### src/rtl/seven_seg_pkg.sv
// seven_seg_pkg: symbol codes, DE10-Lite active-low glyph patterns and the pattern classifier.
package seven_seg_pkg;
  typedef enum logic [2:0] {
    SYM_O     = 3'd0,
    SYM_D     = 3'd1,
    SYM_F     = 3'd2,
    SYM_I     = 3'd3,
    SYM_BLANK = 3'd4,
    SYM_UNK   = 3'd7
  } sym_t;
  typedef enum logic {ST_STABLE, ST_TRACK} flt_st_t;
  localparam logic [6:0] PAT_O     = 7'b1000000;
  localparam logic [6:0] PAT_D     = 7'b0100001;
  localparam logic [6:0] PAT_F     = 7'b0001110;
  localparam logic [6:0] PAT_I     = 7'b1111011;
  localparam logic [6:0] PAT_BLANK = 7'h7F;
  function automatic sym_t classify(input logic [6:0] pat);
    return pat == PAT_O     ? SYM_O     :
           pat == PAT_D     ? SYM_D     :
           pat == PAT_F     ? SYM_F     :
           pat == PAT_I     ? SYM_I     :
           pat == PAT_BLANK ? SYM_BLANK : SYM_UNK;
  endfunction
endpackage

### src/rtl/seg_stability_filter.sv
// seg_stability_filter: waits for the segment bus to hold steady, then pulses acc_o once per newly settled pattern.
module seg_stability_filter
  import seven_seg_pkg::*;
#(
  parameter int STABLE_CYCLES = 4
) (
  input  logic       clk_i,
  input  logic       rst_i,
  input  logic [6:0] seg_i,
  output logic       acc_o,
  output logic [6:0] pat_o
);
  localparam int CW = $clog2(STABLE_CYCLES + 1);
  localparam logic [CW-1:0] CNT_LAST = CW'(STABLE_CYCLES - 1);
  flt_st_t       r_state, w_state_nxt;
  logic [6:0]    r_seg_q, r_seg_prev, r_last_acc;
  logic [CW-1:0] r_cnt;
  logic          w_diff, w_done;
  always_comb begin
    w_diff      = r_seg_q != r_seg_prev;
    w_done      = r_state == ST_TRACK && !w_diff && r_cnt == CNT_LAST;
    w_state_nxt = w_diff ? ST_TRACK : w_done ? ST_STABLE : r_state;
    acc_o       = w_done && r_seg_prev != r_last_acc;
    pat_o       = r_seg_prev;
  end
  always_ff @(posedge clk_i or posedge rst_i) begin
    if (rst_i) begin
      r_state    <= ST_STABLE;
      r_seg_q    <= PAT_BLANK;
      r_seg_prev <= PAT_BLANK;
      r_last_acc <= PAT_BLANK;
      r_cnt      <= '0;
    end else begin
      r_state <= w_state_nxt;
      r_seg_q <= seg_i;
      if (w_diff) begin
        r_seg_prev <= r_seg_q;
        r_cnt      <= '0;
      end else if (r_state == ST_TRACK && r_cnt != CNT_LAST) begin
        r_cnt <= r_cnt + 1'b1;
      end
      // re-settling on the previously accepted glyph (e.g. after a glitch) stays silent
      if (acc_o) r_last_acc <= r_seg_prev;
    end
  end
endmodule

### src/rtl/seven_segment_reader.sv
// seven_segment_reader: classifies settled segment patterns into symbol codes and hands them out over valid/ready.
module seven_segment_reader
  import seven_seg_pkg::*;
#(
  parameter int STABLE_CYCLES = 4,
  parameter int ERR_W         = 8
) (
  input  logic             clk_i,
  input  logic             rst_i,
  input  logic [6:0]       seg_i,
  output logic [2:0]       sym_o,
  output logic             sym_valid_o,
  input  logic             sym_ready_i,
  output logic             invalid_o,
  output logic             overflow_o,
  input  logic             overflow_clr_i,
  output logic [ERR_W-1:0] err_cnt_o
);
  logic             w_acc, w_unk, w_hs, w_load, w_drop;
  logic [6:0]       w_pat;
  sym_t             w_sym, r_sym;
  logic             r_valid, r_invalid, r_overflow;
  logic [ERR_W-1:0] r_err_cnt;
  seg_stability_filter #(.STABLE_CYCLES(STABLE_CYCLES)) u_filter (
    .clk_i (clk_i),
    .rst_i (rst_i),
    .seg_i (seg_i),
    .acc_o (w_acc),
    .pat_o (w_pat)
  );
  always_comb begin
    w_sym  = classify(w_pat);
    w_unk  = w_sym == SYM_UNK;
    w_hs   = r_valid && sym_ready_i;
    w_load = w_acc && (!r_valid || sym_ready_i);
    w_drop = w_acc && r_valid && !sym_ready_i;
  end
  always_ff @(posedge clk_i or posedge rst_i) begin
    if (rst_i) begin
      r_sym      <= SYM_BLANK;
      r_valid    <= 1'b0;
      r_invalid  <= 1'b0;
      r_overflow <= 1'b0;
      r_err_cnt  <= '0;
    end else begin
      if (w_load) begin
        r_sym     <= w_sym;
        r_invalid <= w_unk;
        r_valid   <= 1'b1;
      end else if (w_hs) begin
        r_valid <= 1'b0;
      end
      r_overflow <= w_drop ? 1'b1 : overflow_clr_i ? 1'b0 : r_overflow;
      // dropped unknowns still count as errors
      if (w_acc && w_unk && r_err_cnt != '1) r_err_cnt <= r_err_cnt + 1'b1;
    end
  end
  assign sym_o       = r_sym;
  assign sym_valid_o = r_valid;
  assign invalid_o   = r_invalid;
  assign overflow_o  = r_overflow;
  assign err_cnt_o   = r_err_cnt;
endmodule

### config.mk
export PLATFORM = sky130hd
export DESIGN_NAME = seven_segment_reader
export DESIGN_NICKNAME = d
export VERILOG_FILES = /design/src/rtl/seven_seg_pkg.sv /design/src/rtl/seg_stability_filter.sv /design/src/rtl/seven_segment_reader.sv
export SDC_FILE = /design/constraint.sdc
export NUM_CORES = 1
export LEC_CHECK = 0
export CAP_MARGIN = 10
export CELL_PAD_IN_SITES_DETAIL_PLACEMENT = 0
export CELL_PAD_IN_SITES_GLOBAL_PLACEMENT = 1
export CORE_MARGIN = 4
export CORE_UTILIZATION = 45
export CTS_BUF_LIST = sky130_fd_sc_hd__clkbuf_2 sky130_fd_sc_hd__clkbuf_4 sky130_fd_sc_hd__clkbuf_8
export DETAILED_ROUTE_END_ITERATION = 16
export PLACE_DENSITY_LB_ADDON = 0.12
export SYNTH_ARGS = -nofsm -noshare
export SYNTH_HDL_FRONTEND = slang
export SYNTH_SLANG_ARGS = --single-unit
### constraint.sdc
create_clock -name clk_i -period 2.7 [get_ports clk_i]
set_input_delay 0.675 -clock clk_i [delete_from_list [all_inputs] [get_ports clk_i]]
set_output_delay 0.675 -clock clk_i [all_outputs]
set_load 0.02 [all_outputs]
==> run metrics <==
Antenna Cells=0; largest net degree at the start of global routing=40; row count=22; fin crit period=between 2 and 2.5 ns; Main synth FF type=dfstp_2; met1 GRT Util=0.192; Syn Area/Cell=about 13 um^2; NetSw=222 uW; normalized max-slew margin=0.548; FF+latch count, synth=39; initial core utilization=0.471; Die Ht=just over 70 um; maximum vdd ir drop=just under 0.4 mV; cts hold-fix bufs=0; Area Growth Syn to Fin=21.2%; Clock Path Buffers=2; vias in the first global route=1082; register area share after synthesis=0.573; Cell Chain, Critical Path=xor2_1, nor4_2, nand4_2, nor3_4, and2_4, mux2_1; HP Class=reg -> reg; io pins=25; Setup Slack @ Placement=0.406 ns; post-synthesis cell count=136; Pwr Density=503 nW/um^2; Worst-Skew Late Latency=between 0.2 and 0.3 ns; final RePlAce weighted congestion=0.730; dpl hpwl=2100 um; top cells by area, synth=dfstp_2 33%, dfrtp_1 24%, xnor2_1 7.5%, mux2_1 5.8%, xor2_1 3.5%; final hold vios=0; CTS tree=done; Critical Path RT=between 2 and 3 ns; pins over their slew limit=0; Max Cap Viol=0; first-pass GRT wire length=between 5000 and 6000 um; global route hottest layer=met1; routed wire length per instance=13.3 um; Total Wirelength=roughly 2800 um; fin crit share=0.836; clk sinks=39; DRC=0; number of flops mapped to enable cells by yosys=0; die footprint=4950 um^2; setup TNS=0 ns; Final ANT Viol Nets=0; via count=1061; crit path max-delay cell type=dfstp_2; Port Buf Inserts=24; cell taking the most area after synthesis=dfstp_2; total core area=3720 um^2; fillers=a little over 300; most frequent cell after synthesis=dfstp_2; share of layout cells above drive strength 1=0.273; Crit Path Category=reg -> reg; antenna violations before repair=0; crit path DAT=between 2 and 2.5 ns; Worst-path clk slew=0.07 ns; Final setup viols=0; GRT overflow=0; Post CTS Setup Buffer Count=0; CP peak stage delay=roughly 0.59 ns; Post-CTS Resized=0; Synth top cells by count=22 x dfstp_2, 17 x dfrtp_1, 15 x xnor2_1; clock share of power=0.374; First-pass DRT Iterations=4; Fmax=443 MHz; synth unique cells=38; share of the synthesized area in the top cell type=0.330; critical-path maximum fanout=7; DR iter-0 viols=66; switching share of power=0.208; vias per inst=5.08; fin nets=174; clock skew=0.00647 ns; met3 usage in global routing=0.0403; Clock Tree Root=clkbuf_8; worst hold slack=0.374 ns; RSZ-0062 raised after global routing=no; CP Launch Type=flip-flop; die span in x=just over 70 um; R2R Setup Slk=0.44 ns; Synth Cell Area=~1800 um^2; sequential share of power=0.580; status=finished, final reports clean; Post-Syn Nets=150; number of H-tree levels=2; Total GRT Usage=0.133; Static Leakage=0.873 nW; grt met2 use=0.178; asr flop ratio synth=1.00; crit path capture type=flip-flop; Comb power frac=0.046; cell-internal power=between 800 and 900 uW; setup slack after layout=0.442 ns; Inserted Clock Buffers=5; actual slew at the worst max-slew pin=0.668 ns; synth warn=0
## critical path, delay by kind of cell, from the launching register on
| family | cells | cell delay, ns |
|---|---|---|
| flip-flops | 1 | 0.59 |
| AND/OR/NAND/NOR | 4 | 1.13 |
| multiplexers | 1 | 0.33 |
| XOR/XNOR | 1 | 0.09 |
## power by group through the flow
stage / registers [mW] / logic [mW] / clock network [mW]
after global routing: 0.622 / 0.0563 / 0.448
after CTS: 0.620 / 0.0513 / 0.416
after detailed placement: 0.630 / 0.0512 / 0
after floorplan: 0.623 / 0.0362 / 0
after global placement: 0.629 / 0.0505 / 0
final: 0.620 / 0.0497 / 0.399
## layout make-up
class	instances	area (um^2)	share of cell area
clock buffer	7	90.1	0.0424
clock inverter	1	5.00	0.00236
inverter	2	7.51	0.00354
multi-input combinational	85	694	0.327
sequential	39	1000	0.473
tap	48	60.1	0.0283
timing repair buffer	27	263	0.124
## metal layers
metal / part of all wire / wire length, um
met5: 0 / 0
met4: 0.016 / 45
met3: 0.052 / 144
met2: 0.44 / 1220
met1: 0.49 / 1380
## logic make-up (layout without fill, tap and decap cells)
group                      after synthesis  in the layout  share of synthesized area
AOI/OAI and AO/OA                        9              9                     0.0393
xor gates and xnor gates                22             22                      0.110
adders and majority gates                3              3                     0.0214
buffers and inverters                   12             37                     0.0307
DFF                                     39             39                      0.573
muxes                                   13             13                     0.0829
and+or+nand+nor                         38             38                      0.143
## through the flow
| step | cells | total power [mW] | cell area [um^2] | utilization |
|---|---|---|---|---|
| 2_1_floorplan | 136 | 0.659 | 1750 | - |
| 5_1_grt | 209 | 1.13 | 2120 | 0.571 |
| 4_1_cts | 209 | 1.09 | 2120 | 0.571 |
| 3_3_place_gp | 201 | 0.679 | 2030 | 0.546 |
| 3_5_place_dp | 201 | 0.681 | 2030 | 0.546 |
| 6_report | 209 | 1.07 | 2120 | 0.571 |
## final timing paths
path                       cells after the start                 from           endpoint
max                                            6    u_filter.pat_o[5]          invalid_o
min                                            0  u_filter.r_seg_q[2]  u_filter.pat_o[2]
max reg2reg                                    6    u_filter.pat_o[5]          invalid_o
min reg2reg                                    0  u_filter.r_seg_q[2]  u_filter.pat_o[2]
max in group asynchronous                      3                rst_i           sym_o[2]
min in group asynchronous                      3                rst_i  u_filter.r_cnt[0]
## sequential cells by signal, indices dropped and copies added (netlist names)
signal and cells:
overflow_o 1, u_filter.pat_o 7, err_cnt_o 8, sym_o 3, u_filter.r_seg_q 7, u_filter.r_last_acc 7
sym_valid_o 1, u_filter.r_cnt 3, invalid_o 1, u_filter.r_state 1
## layout by cell type (no fill, tap or decap), types with 2 or more instances in the layout
| master | count |
|---|---|
| nor4_2 | 2 |
| nand3_1 | 4 |
| xnor2_1 | 15 |
| a211oi_1 | 2 |
| nor2_1 | 6 |
| dfstp_2 | 22 |
| xor2_1 | 7 |
| buf_4 | 3 |
| mux2_1 | 9 |
| inv_1 | 2 |
| clkbuf_8 | 6 |
| dfrtp_1 | 17 |
| nand2_1 | 3 |
| nand4_1 | 7 |
| ha_1 | 3 |
| mux2_2 | 3 |
| a31oi_1 | 2 |
| nand2b_1 | 3 |
| clkdlybuf4s50_1 | 24 |
(Power assumes the default switching activity.)
